**src/rtl/serial_tx_pkg.sv**
```systemverilog
// Shared definitions for the serial pattern transmitter: state codes and length decoding.
package serial_tx_pkg;

    localparam logic [1:0] ST_IDLE  = 2'b00;
    localparam logic [1:0] ST_SHIFT = 2'b01;
    localparam logic [1:0] ST_GAP   = 2'b10;
    localparam logic [1:0] ST_DONE  = 2'b11;

    // A zero or oversized length request means "send the whole register".
    function automatic int unsigned eff_len(input int unsigned len, input int unsigned width);
        return ((len == 0) || (len > width)) ? width : len;
    endfunction

endpackage

```
**src/rtl/serial_pattern_tx_piso_shift.sv**
```systemverilog
// Parallel-load, MSB-first shift register with zero fill; exposes the MSB it is about to hold.
module piso_shift #(
    parameter int unsigned WIDTH = 8
) (
    input  logic             CLK,
    input  logic             RST,
    input  logic             load,
    input  logic             shift,
    input  logic [WIDTH-1:0] din,
    output logic             msb_next_c
);

    logic [WIDTH-1:0] shreg;
    logic [WIDTH-1:0] shreg_n;

    // Load has priority over shift.
    always_comb begin
        shreg_n = shreg;
        if (load) begin
            shreg_n = din;
        end else if (shift) begin
            shreg_n = {shreg[WIDTH-2:0], 1'b0};
        end
    end

    assign msb_next_c = shreg_n[WIDTH-1];

    always_ff @(posedge CLK or negedge RST) begin
        if (!RST) begin
            shreg <= '0;
        end else begin
            shreg <= shreg_n;
        end
    end

endmodule

```
**src/rtl/serial_pattern_tx.sv**
```systemverilog
// Moore serial transmitter: sends a 1..WIDTH bit pattern MSB-first, optionally repeating with a gap.
module serial_pattern_tx
    import serial_tx_pkg::*;
#(
    parameter int unsigned WIDTH = 8,
    parameter int unsigned LW    = $clog2(WIDTH) + 1
) (
    input  logic             CLK,
    input  logic             RST,
    input  logic             start,
    input  logic [WIDTH-1:0] data,
    input  logic [LW-1:0]    len,
    input  logic             loop,
    input  logic             stop,
    output logic             x,
    output logic             valid,
    output logic             busy,
    output logic             done,
    output logic [1:0]       state
);

    logic [1:0]       state_n;
    logic [WIDTH-1:0] pat,    pat_n;
    logic [LW-1:0]    cnt,    cnt_n;
    logic [LW-1:0]    len_r,  len_r_n;
    logic             loop_r, loop_r_n;
    logic             stop_p, stop_p_n;
    logic             sh_load, sh_shift;
    logic [WIDTH-1:0] sh_din;
    logic             msb_next_c;
    logic [LW-1:0]    eff_c;

    assign eff_c = LW'(eff_len(32'(len), WIDTH));

    piso_shift #(.WIDTH(WIDTH)) u_piso (
        .CLK        (CLK),
        .RST        (RST),
        .load       (sh_load),
        .shift      (sh_shift),
        .din        (sh_din),
        .msb_next_c (msb_next_c)
    );

    // Next-state and register-update logic.
    always_comb begin
        state_n  = state;
        pat_n    = pat;
        cnt_n    = cnt;
        len_r_n  = len_r;
        loop_r_n = loop_r;
        stop_p_n = stop_p;
        sh_load  = 1'b0;
        sh_shift = 1'b0;
        sh_din   = pat;
        case (state)
            ST_IDLE: begin
                if (start) begin
                    pat_n    = data;
                    sh_din   = data;
                    sh_load  = 1'b1;
                    len_r_n  = eff_c;
                    cnt_n    = eff_c - LW'(1);
                    loop_r_n = loop;
                    stop_p_n = 1'b0;
                    state_n  = ST_SHIFT;
                end
            end
            ST_SHIFT: begin
                if (stop) begin
                    stop_p_n = 1'b1;
                end
                if (cnt != '0) begin
                    sh_shift = 1'b1;
                    cnt_n    = cnt - LW'(1);
                end else if (!loop_r || stop_p || stop) begin
                    state_n = ST_DONE;
                end else begin
                    state_n = ST_GAP;
                end
            end
            ST_GAP: begin
                if (stop) begin
                    stop_p_n = 1'b1;
                end
                sh_load = 1'b1;
                cnt_n   = len_r - LW'(1);
                state_n = (stop_p || stop) ? ST_DONE : ST_SHIFT;
            end
            default: begin
                state_n = ST_IDLE;
            end
        endcase
    end

    // Outputs are registered from the next state so they stay pure Moore outputs.
    always_ff @(posedge CLK or negedge RST) begin
        if (!RST) begin
            state  <= ST_IDLE;
            pat    <= '0;
            cnt    <= '0;
            len_r  <= '0;
            loop_r <= 1'b0;
            stop_p <= 1'b0;
            x      <= 1'b0;
            valid  <= 1'b0;
            busy   <= 1'b0;
            done   <= 1'b0;
        end else begin
            state  <= state_n;
            pat    <= pat_n;
            cnt    <= cnt_n;
            len_r  <= len_r_n;
            loop_r <= loop_r_n;
            stop_p <= stop_p_n;
            x      <= (state_n == ST_SHIFT) && msb_next_c;
            valid  <= (state_n == ST_SHIFT);
            busy   <= (state_n != ST_IDLE);
            done   <= (state_n == ST_DONE);
        end
    end

endmodule

```
**config.mk**
```make
export PLATFORM = sky130hd
export DESIGN_NAME = serial_pattern_tx
export DESIGN_NICKNAME = d
export VERILOG_FILES = /design/src/rtl/serial_tx_pkg.sv /design/src/rtl/serial_pattern_tx_piso_shift.sv /design/src/rtl/serial_pattern_tx.sv
export SDC_FILE = /design/constraint.sdc
export NUM_CORES = 1
export LEC_CHECK = 0
export BUFFER_PORTS_ARGS = -buffer_cell sky130_fd_sc_hd__clkbuf_2
export CORE_UTILIZATION = 50
export DETAILED_ROUTE_END_ITERATION = 12
export MAX_ROUTING_LAYER = met4
export PLACE_DENSITY = 0.71
export SLEW_MARGIN = 20
export SYNTH_ARGS = -nofsm -noshare
export SYNTH_HDL_FRONTEND = slang
export SYNTH_SLANG_ARGS = --single-unit
```
**constraint.sdc**
```tcl
create_clock -name CLK -period 3.47 [get_ports CLK]
set_input_delay 0 -clock CLK [delete_from_list [all_inputs] [get_ports CLK]]
set_output_delay 0 -clock CLK [all_outputs]
set_load 0.02 [all_outputs]
```
==> flow_summary_export.csv, run 1 <==
group,metric,value,unit
run_status,status,"finished with violations",
run_status,violations,"design-rule violations",
placement,gp_congestion,0.892,
critical_path,r2r_slack,1.31,ns
synth,yosysTopAreaCell,"dfrtp_1",
final_layout,antennaDiodeCount,0,
global_routing,grt-ovfl-total,0,
critical_path,cp-end-kind,"flop",
critical_path,cp_max_fo,18,
placement,dp_hpwl,1880,um
clocking,clk_pin_slew,0.10,ns
hold_path,min_from,"start",
power_and_ir_drop,ir_drop,449,uV
floorplanning,die_y,57.5,um
global_routing,antenna_found_initial,0,
floorplanning,core,2830,um2
clocking,post_cts_buffers,0,
synth,yosysWarnings,0,
run,maxCapViolations,0,
clocking,htree_levels,2,
timing,worst_slew_pin_slew,0.772,ns
critical_path,worstReg2RegEnd,"u_piso.shreg[0]$_DFFE_PN0P_",
floorplanning,fp.dieW,57.5,um
clocking,cts_root_buffer,"clkbuf_4",
route,detail_route.wl_per_cell,14.0,um
global_routing,grt_pass1_vias,1074,
timing,setup-violations-final,0,
timing,skew,0.0119,ns
critical_path,critPathLaunchType,"flop",
route,drtIter0Drc,32,
synth,synth_area,1540,um2
timing,relSlewSlack,48.5,%
timing,setup_slack,1.31,ns
power_and_ir_drop,p_leak,0.856,nW
clocking,clock_path_buffers,2,
floorplanning,ios,23,
route,via_per_inst,5.40,
critical_path,critPathArrivalTime,2.39,ns
floorplanning,die_area,3310,um2
final_layout,stdcell_count,202,
hold_path,whs_path_depth,3,
clocking,cts_tree,"done",
floorplanning,start_util,54.5,%
global_routing,grt_max_degree,33,
final_layout,fin_util,65.6,%
final_layout,synthToLayoutAreaGrowth,20.4,%
route,routed_wl,2830,um
hold_path,hold_end,"stop_p$_DFFE_PN0P_",
final_layout,final_cell_mix,"32 x dfrtp_1, 22 x clkbuf_2, 15 x a21oi_1, 14 x dlygate4sd3_1, 12 x mux2_2",
clocking,cts_buffers,5,
placement,io_buffers,22,
timing,slew_violations,0,
global_routing,track_usage,21.0,%
route,drc,2,
clocking,clk_latency,0.34,ns
critical_path,required,3.70,ns
final_layout,drive_gt1_share,28.1,%
timing,rsz0062_at_grt,"false",
critical_path,worst-r2r-cell-count,5,
timing,fin_crit_sh,62.3,%
final_layout,final_common_cell,"dfrtp_1",
final_layout,layout.nets,193,
timing,setup_tns,0,ns
critical_path,crit_type,"flop to flop",
route,antenna_left,0,
synth,synth_top_area_share,51.9,%
timing,hold_violations,0,
timing,timing.fmax,463,MHz
synth,synth_seq_cells,32,
power_and_ir_drop,power-per-cell-area,921,nW/um2
synth,synth_cells,132,
global_routing,grt_pass1_wl,4830,um
clocking,clock_sinks,32,
route,vias,1090,
timing,min_period,2.16,ns
placement,pre_cts_ws,1.33,ns
synth,synth.area.top_cells,"dfrtp_1 52%, mux2_2 8.8%, mux2i_1 6.5%",
placement,dp.cells,181,
synth,synth_seq_area_share,51.9,%
route,firstDrtPassIters,9,
floorplanning,row_count,19,
synth,synth_area_per_cell,11.7,um2
synth,yosys.cell_types.count,35,
synth,mappedNetlistNets,154,
hold_path,hp-class,"input port to flop",
critical_path,r2r-start,"state[0]$_DFF_PN0_",
==> worst max-delay path by stage <==
stage,from,slack [ns],end
after floorplan,state[0]$_DFF_PN0_,1.48,cnt[3]$_DFFE_PN0P_
after global placement,state[0]$_DFF_PN0_,1.40,u_piso.shreg[0]$_DFFE_PN0P_
after detailed placement,state[0]$_DFF_PN0_,1.33,u_piso.shreg[0]$_DFFE_PN0P_
after CTS,state[0]$_DFF_PN0_,1.32,u_piso.shreg[0]$_DFFE_PN0P_
after global routing,state[0]$_DFF_PN0_,1.16,u_piso.shreg[0]$_DFFE_PN0P_
final,state[0]$_DFF_PN0_,1.31,u_piso.shreg[0]$_DFFE_PN0P_
==> cells by family (layout without fill, tap and decap cells) <==
group                    after synthesis  after routing  synth area share [%]
AO/OA/AOI/OAI                         30             30                  13.2
XOR/XNOR                               2              2                  1.14
adder cells (fa/ha/maj)                5              5                  4.06
buffers and inverters                  8             47                  2.60
flip-flops                            32             32                  51.9
multiplexers                          22             22                  15.3
AND/OR/NAND/NOR                       33             33                  11.8
==> synthesized netlist by cell type, drive strengths merged <==
library cell / instances
inv: 3
o21ai: 7
a221oi: 1
nor2: 12
and2b: 1
nand2b: 2
nor4: 1
a211oi: 1
o211a: 1
nand3b: 1
clkbuf: 2
buf: 3
nand2: 6
mux2i: 10
a22o: 2
and2: 1
xnor2: 2
nor2b: 3
a21oi: 15
nand3: 1
nor3b: 1
a22oi: 1
nor3: 2
dfrtp: 32
ha: 5
or2: 1
mux2: 12
and4bb: 1
a31oi: 1
o41a: 1
==> worst max-delay path: stages (launching register included) <==
cell     delay [ns]
dfrtp_1        0.46
inv_1          0.10
ha_1           0.29
nand2_1        0.52
mux2_2         0.41
mux2_2         0.26
==> metrics by stage <==
step,power [mW],cell area [um2],hold slack (ns)
6_report,1.71,1860,0.0221
5_1_grt,1.85,1860,0.0474
4_1_cts,1.72,1860,0.0145
3_5_place_dp,1.51,1670,0.118
3_3_place_gp,1.48,1670,0.107
2_1_floorplan,1.34,1540,-0.296
==> flip-flops by register name, summed over array words and instances, names as in the netlist <==
name,cells
pat,8
u_piso.shreg,8
cnt,4
len_r,4
state,2
busy,1
done,1
loop_r,1
stop_p,1
valid,1
x,1
==> metal layers <==
metal	up-vias	global-route usage [%]	wire length (um)
met5	-	-	0
met4	0	9.76	63
met3	7	8.39	142
met2	31	29.2	1220
met1	508	26.8	1400
li1	544	-	-
==> area by class of cell <==
type | instances | area [um2]
Clock buffer | 6 | 41.3
Clock inverter | 1 | 5.00
Fill cell | 229 | 973
Inverter | 3 | 11.3
Multi-Input combinational cell | 92 | 701
Sequential cell | 32 | 801
Tap cell | 31 | 38.8
Timing Repair Buffer | 37 | 258
==> where the power goes <==
group	total, mW	internal, mW	switching, mW
registers	0.665	0.561	0.105
logic	0.844	0.413	0.431
clock network	0.198	0.0745	0.124
==> timing repair <==
action	CTS	global route
endpoints found under the hold margin	45	0
hold buffers	14	0
gates resized for setup	0	0
setup endpoints to repair	0	0
Note: power is estimated with default switching activity, not from simulation.
==> run 2: changes to the inputs <==
--- a/config.mk
+++ b/config.mk
@@ -5,6 +5,7 @@
 export SDC_FILE = /design/constraint.sdc
 export NUM_CORES = 1
 export LEC_CHECK = 0
+export ABC_AREA = 1
 export BUFFER_PORTS_ARGS = -buffer_cell sky130_fd_sc_hd__clkbuf_2
 export CORE_UTILIZATION = 50
 export DETAILED_ROUTE_END_ITERATION = 12
==> constraint.sdc (replaced) <==
create_clock -name CLK -period 2 [get_ports CLK]
set_input_delay 0 -clock CLK [delete_from_list [all_inputs] [get_ports CLK]]
set_output_delay 0 -clock CLK [all_outputs]
set_load 0.02 [all_outputs]
==> run 2 against run 1 <==
- the run now ends clean
- via count increased by 27%
- count of clock-buffer cells in the layout unchanged
- die area grew 4.8%
- clock skew fell by 0.0036 ns
- non-clock buffer count rose by 9
- worst hold slack gained 0.013 ns
- sequential cell count unchanged
- critical path type unchanged
- critical endpoint is now cnt[2]$_DFFE_PN0P_
- largest cell class unchanged
==> flow_summary_export.csv, run 2 <==
group,metric,value,unit
run_status,status,"completed",
timing,timing.fmax,548,MHz
critical_path,worst-r2r-cell-count,9,
hold_path,hp-class,"input port to flop",
clocking,clk_latency,0.34,ns
critical_path,worstReg2RegEnd,"cnt[2]$_DFFE_PN0P_",
clocking,clock_path_buffers,2,
timing,min_period,1.82,ns
final_layout,top_regs,"pat: 8 flops, u_piso.shreg: 8 flops",
synth,synth-simple-area-share,33.1,%
final_layout,synthToLayoutAreaGrowth,25.9,%
final_layout,final_common_cell,"nand2_1",
synth,synth_seq_cells,32,
timing,setup-violations-final,0,
final_layout,fillers,270,
synth,mappedNetlistNets,220,
critical_path,slowest_delay,0.41,ns
floorplanning,fp.dieW,58.9,um
critical_path,critPathLaunchType,"flop",
synth,synth_area_per_cell,8.17,um2
placement,io_buffers,22,
critical_path,r2r_slack,0.18,ns
clocking,cts_resized,0,
route,vias,1381,
synth,synth_ff_type,"dfrtp_1",
placement,pre_cts_ws,0.0977,ns
clocking,clk_pin_slew,0.10,ns
critical_path,cp-end-kind,"flop",
power_and_ir_drop,ir_drop,660,uV
synth,synth_cells,198,
route,routed_wl,3230,um
synth,synth_top_family_by_area,"simple AND/OR/NAND/NOR gates",
critical_path,critPathArrivalTime,2.06,ns
clocking,cts_tree,"done",
floorplanning,start_util,53.0,%
timing,setup_tns,0,ns
global_routing,antenna_found_initial,0,
critical_path,r2r-start,"state[0]$_DFF_PN0_",
synth,synth_seq_area_share,49.5,%
synth,synth.area.top_cells,"dfrtp_1 49%, nand2_1 18%, inv_1 4.6%",
timing,slew_violations,0,
critical_path,required,2.24,ns
critical_path,cp_max_fo,5,
critical_path,endpoint,"cnt[2]$_DFFE_PN0P_",
final_layout,layout.nets,271,
floorplanning,row_count,20,
synth,synthArstFlopShare,100,%
placement,dp.cells,265,
final_layout,antennaDiodeCount,0,
timing,skew,0.00829,ns
timing,fin_hold_ws,0.0354,ns
route,antenna_left,0,
synth,synth_top_area_share,49.5,%
route,detail_route.wl_per_cell,11.0,um
floorplanning,ios,23,
synth,synth_most_common_cell,"nand2_1",
floorplanning,die_area,3470,um2
floorplanning,die_y,58.9,um
route,firstDrtPassIters,4,
final_layout,fin_util,66.7,%
final_layout,final_cell_mix,"78 x nand2_1, 32 x dfrtp_1, 22 x clkbuf_2, 20 x inv_1, 16 x dlygate4sd3_1",
critical_path,crit_path_frequent_cell,"inv_1",
synth,synth-compound-area-share,5.57,%
final_layout,seqCellArea,801,um2
synth,ys_top_cells_by_count,"78 x nand2_1, 32 x dfrtp_1, 20 x inv_1",
synth,yosysWarnings,0,
timing,setup_slack,0.176,ns
power_and_ir_drop,p_leak,1.12,nW
synth,yosysTopAreaCell,"dfrtp_1",
synth,synthAdderAreaFrac,3.87,%
power_and_ir_drop,power-per-cell-area,1600,nW/um2
critical_path,crit_type,"flop to flop",
global_routing,grt_pass1_wl,5440,um
run,maxCapViolations,0,
placement,dp_hpwl,2240,um
critical_path,cp_cell_sequence,"inv_1 -> ha_1 -> inv_1 -> nand4_1 -> nand2_1 -> inv_1 -> ha_1 -> xnor2_1 -> o21ai_1",
timing,hold_violations,0,
clocking,cts_root_buffer,"clkbuf_4",
global_routing,track_usage,22.1,%
final_layout,multi_input_area,707,um2
synth,synth_area,1620,um2
global_routing,grt_pass1_vias,1305,
synth,muxShareOfSynthArea,0.619,%
clocking,clock_sinks,32,
synth,yosys.area_share.xor_xnor,0.541,%
critical_path,startpoint,"state[0]$_DFF_PN0_",
final_layout,stdcell_count,293,
global_routing,grt_max_degree,33,
route,via_per_inst,4.71,
route,drtIter0Drc,28,
synth,yosys.cell_types.count,26,
clocking,cts_buffers,5,
timing,relSlewSlack,48.1,%
synth,synth_edf_count,0,
placement,gp_congestion,0.900,
critical_path,critical_path.slowest_cell,"dfrtp_1",
global_routing,grt-ovfl-total,0,
route,drc,0,
floorplanning,core,3050,um2
clocking,htree_levels,2,
timing,fin_crit_sh,91.2,%
timing,worst_slew_pin_slew,0.779,ns
final_layout,drive_gt1_share,22.1,%
-- run 2: changes by cell type in the layout (fill, tap and decap cells not counted), moves of 3 or more --
cell	before	now
nand2_2	0	6
mux2_2	12	0
nand2_1	6	78
nand3_2	0	3
a21oi_1	15	0
nand3_1	1	14
buf_4	1	8
inv_1	3	20
mux2i_1	10	1
nor2b_1	3	0
o21ai_1	0	5
-- run 2: worst min path at each step --
stage / start / slack (ns) / endpoint / cells after the start
CTS: start / 0.03 / pat[6]$_DFF_PN0_ / 4
floorplan: RST / -0.30 / busy$_DFF_PN0_ / 0
global route: start / 0.05 / pat[0]$_DFF_PN0_ / 4
detailed placement: RST / 0.12 / cnt[2]$_DFFE_PN0P_ / 1
global placement: RST / 0.11 / cnt[2]$_DFFE_PN0P_ / 1
finish: start / 0.04 / pat[6]$_DFF_PN0_ / 4
-- run 2: metal layers --
layer	share of wire, %	wire, um	up-vias	global-route usage [%]
li1	-	-	719	-
met1	47	1500	626	26.5
met2	48	1530	30	34.7
met3	4.1	132	6	6.59
met4	1.8	57	0	9.18
met5	0	0	-	-
-- run 2: cell type report --
type	count	share of cell area [%]
inverter	24	4.79
clock inverter	1	0.246
sequential	32	39.3
multi-input combinational	140	34.7
timing repair buffer	46	16.2
tap	44	2.70
clock buffer	6	2.03
-- run 2: logic make-up after synthesis --
kind of cell / count (synthesis)
fa+ha+maj: 5
buf+inv: 26
simple gates: 118
xor+xnor: 1
flops: 32
mux: 1
compound gates: 15
-- run 2: where the power goes --
group	leakage, nW	internal (mW)	switching (mW)	total, mW
combinational	0.695	0.686	1.11	1.80
clock	0.0281	0.129	0.215	0.344
sequential	0.396	0.965	0.148	1.11
-- run 2: timing repair --
item	in CTS	in global routing
hold buffers	16	0
hold endpoints to repair	49	0
endpoints found under the setup margin	0	2
buffers inserted	0	5
-- run 2: per-stage QoR --
| stage | total power, mW | instance area [um2] |
|---|---|---|
| floorplan | 2.43 | 1620 |
| global placement | 2.77 | 1790 |
| detailed placement | 2.83 | 1790 |
| CTS | 3.20 | 2000 |
| global route | 3.56 | 2040 |
| finish | 3.25 | 2040 |
-- run 2: worst max-delay path, delay by kind of cell (launching register included) --
kind | cells | cell delay, ns
flip-flops | 1 | 0.41
AND/OR/NAND/NOR | 2 | 0.26
AO/OA/AOI/OAI | 1 | 0.07
buffers and inverters | 3 | 0.29
XOR/XNOR | 1 | 0.15
adder cells (fa/ha/maj) | 2 | 0.55
==> run 3: changes to the inputs <==
==> constraint.sdc (replaced) <==
create_clock -name CLK -period 2.2 [get_ports CLK]
set_input_delay 0 -clock CLK [delete_from_list [all_inputs] [get_ports CLK]]
set_output_delay 0 -clock CLK [all_outputs]
set_load 0.02 [all_outputs]
==> run 3 against run 2 <==
- critical path depth unchanged
- die area unchanged
- sequential cell count unchanged
- global-route usage up 0.41 points
- power decreased by 6.0%
- sequential power is 7% lower
- routed wire length is 2.1% lower
- register-to-register slack better by 0.08 ns
- largest power group unchanged
- critical path type unchanged
- via count decreased by 0.36%
==> flow_summary_export.csv, run 3 (same netlist as run 2, synthesis figures left out) <==
group,metric,value,unit
run_status,status,"completed",
power_and_ir_drop,p_leak,1.09,nW
final_layout,stdcell_count,284,
clocking,cts_tree,"done",
clocking,clock_path_buffers,2,
power_and_ir_drop,combPwrFrac,50.1,%
power_and_ir_drop,pwr-share-seq,33.5,%
critical_path,crit_type,"flop to flop",
route,detail_route.wl_per_cell,11.1,um
clocking,post_cts_buffers,0,
route,routed_wl,3160,um
critical_path,cp_max_fo,5,
clocking,cts_root_buffer,"clkbuf_4",
floorplanning,die_y,58.9,um
clocking,clk_pin_slew,0.10,ns
global_routing,grt-ovfl-total,0,
critical_path,critPathBufInv,3,
timing,setup-violations-final,0,
floorplanning,ios,23,
floorplanning,core,3050,um2
final_layout,layout.nets,261,
clocking,clock_sinks,32,
timing,slew_violations,0,
clocking,cts_buffers,5,
route,antenna_left,0,
floorplanning,die_area,3470,um2
critical_path,critical-path-top-delay-family,"adder cells",
final_layout,synthToLayoutAreaGrowth,24.0,%
critical_path,cp_cell_sequence,"inv_1 -> ha_1 -> inv_1 -> nand4_1 -> nand2_1 -> inv_1 -> ha_1 -> xnor2_1 -> o21ai_1",
power_and_ir_drop,power.share.clock,16.4,%
timing,hold_violations,0,
timing,setup_tns,0,ns
global_routing,track_usage,22.5,%
final_layout,antennaDiodeCount,0,
route,firstDrtPassIters,4,
clocking,cts_resized,0,
clocking,htree_levels,2,
final_layout,final_common_cell,"nand2_1",
placement,dp_hpwl,2210,um
critical_path,crit_path_frequent_cell,"inv_1",
power_and_ir_drop,power-per-cell-area,1530,nW/um2
timing,timing.fmax,515,MHz
route,drc,0,
timing,min_period,1.94,ns
power_and_ir_drop,intPower,1.73,mW
global_routing,antenna_found_initial,0,
route,drtIter0Drc,41,
floorplanning,fp.dieW,58.9,um
placement,io_buffers,22,
floorplanning,start_util,53.0,%
global_routing,grt_max_degree,33,
final_layout,top_regs,"pat: 8 flops, u_piso.shreg: 8 flops",
timing,worst_slew_pin_slew,0.757,ns
placement,dp.cells,262,
route,via_per_inst,4.85,
timing,rsz0062_at_grt,"false",
timing,fin_crit_sh,88.2,%
floorplanning,row_count,20,
power_and_ir_drop,ir_drop,656,uV
critical_path,cp-end-kind,"flop",
global_routing,grt_pass1_wl,5580,um
hold_path,hp-class,"input port to flop",
timing,skew,0.00530,ns
critical_path,critical_path.slowest_cell,"dfrtp_1",
critical_path,required,2.43,ns
clocking,clk_latency,0.33,ns
placement,gp_congestion,0.892,
critical_path,slowest_delay,0.45,ns
critical_path,critPathArrivalTime,2.17,ns
power_and_ir_drop,p_sw_share,43.5,%
final_layout,fillers,276,
critical_path,critPathLaunchType,"flop",
global_routing,grt_pass1_vias,1300,
power_and_ir_drop,p_sw,1.33,mW
route,vias,1376,
timing,relSlewSlack,49.5,%
run,maxCapViolations,0,
critical_path,r2r_slack,0.26,ns
final_layout,final_cell_mix,"78 x nand2_1, 32 x dfrtp_1, 22 x clkbuf_2, 20 x inv_1",
final_layout,drive_gt1_share,20.4,%
## run 3: cell types whose count changed in the layout (fill, tap and decap cells not counted)
cell           before  now
bufinv_16           0    1
dlygate4sd3_1      16   14
clkbuf_1            1    0
clkinv_2            1    0
buf_4               8    0
clkbuf_8            0    2
## run 3: repair_timing
action / 4_1_cts / 5_1_grt
hold endpoints to repair: 47 / 0
hold buffers: 14 / 0
setup endpoints to repair: 0 / 0
## run 3: stage by stage
step	util, %	setup slack (ns)	cell area [um2]	total power, mW	hold slack [ns]
6_report	65.7	0.259	2010	3.06	0.0102
5_1_grt	65.7	0.0129	2010	3.37	0.0479
4_1_cts	65.7	0.246	2010	3.09	0.000517
3_5_place_dp	58.0	0.294	1770	2.55	0.110
3_3_place_gp	58.0	0.393	1770	2.50	0.111
2_1_floorplan	-	0.344	1620	2.21	-0.296
## run 3: routing by layer
layer	track usage [%]	part of all wire, %	up-vias
met1	27.6	46	629
met3	6.15	4.8	4
met4	9.86	1.0	0
li1	-	-	705
met2	34.9	48	38
met5	-	0	-
## run 3: power groups by stage
stage / clock network (mW) / logic (mW) / registers (mW)
3_3_place_gp: 0 / 1.48 / 1.02
4_1_cts: 0.513 / 1.55 / 1.02
2_1_floorplan: 0 / 1.15 / 1.06
5_1_grt: 0.539 / 1.77 / 1.06
6_report: 0.500 / 1.53 / 1.03
3_5_place_dp: 0 / 1.51 / 1.04
## run 3: area by class of cell
cell class                 count  area, um2  share of cell area (%)
sequential                    32        801                    39.9
inverter                      24       97.6                    4.87
tap                           44       55.1                    2.74
timing repair buffer          36        250                    12.5
clock inverter                 1       30.0                    1.50
clock buffer                   7       65.1                    3.24
multi-input combinational    140        707                    35.2
## run 3: final timing paths
kind	cells after the start	start	end
max in group asynchronous	2	RST	u_piso.shreg[3]$_DFFE_PN0P_
min reg2reg	2	u_piso.shreg[1]$_DFFE_PN0P_	u_piso.shreg[1]$_DFFE_PN0P_
max	9	state[1]$_DFF_PN0_	cnt[2]$_DFFE_PN0P_
min in group asynchronous	2	RST	cnt[0]$_DFFE_PN0P_
min	4	len[1]	len_r[3]$_DFFE_PN0P_
max reg2reg	9	state[1]$_DFF_PN0_	cnt[2]$_DFFE_PN0P_
## run 3: tightest hold or removal path: cells and delay by family
kind | cells | cell delay (ns)
compound gates | 1 | 0.08
buf+inv | 2 | 0.13
simple gates | 1 | 0.10
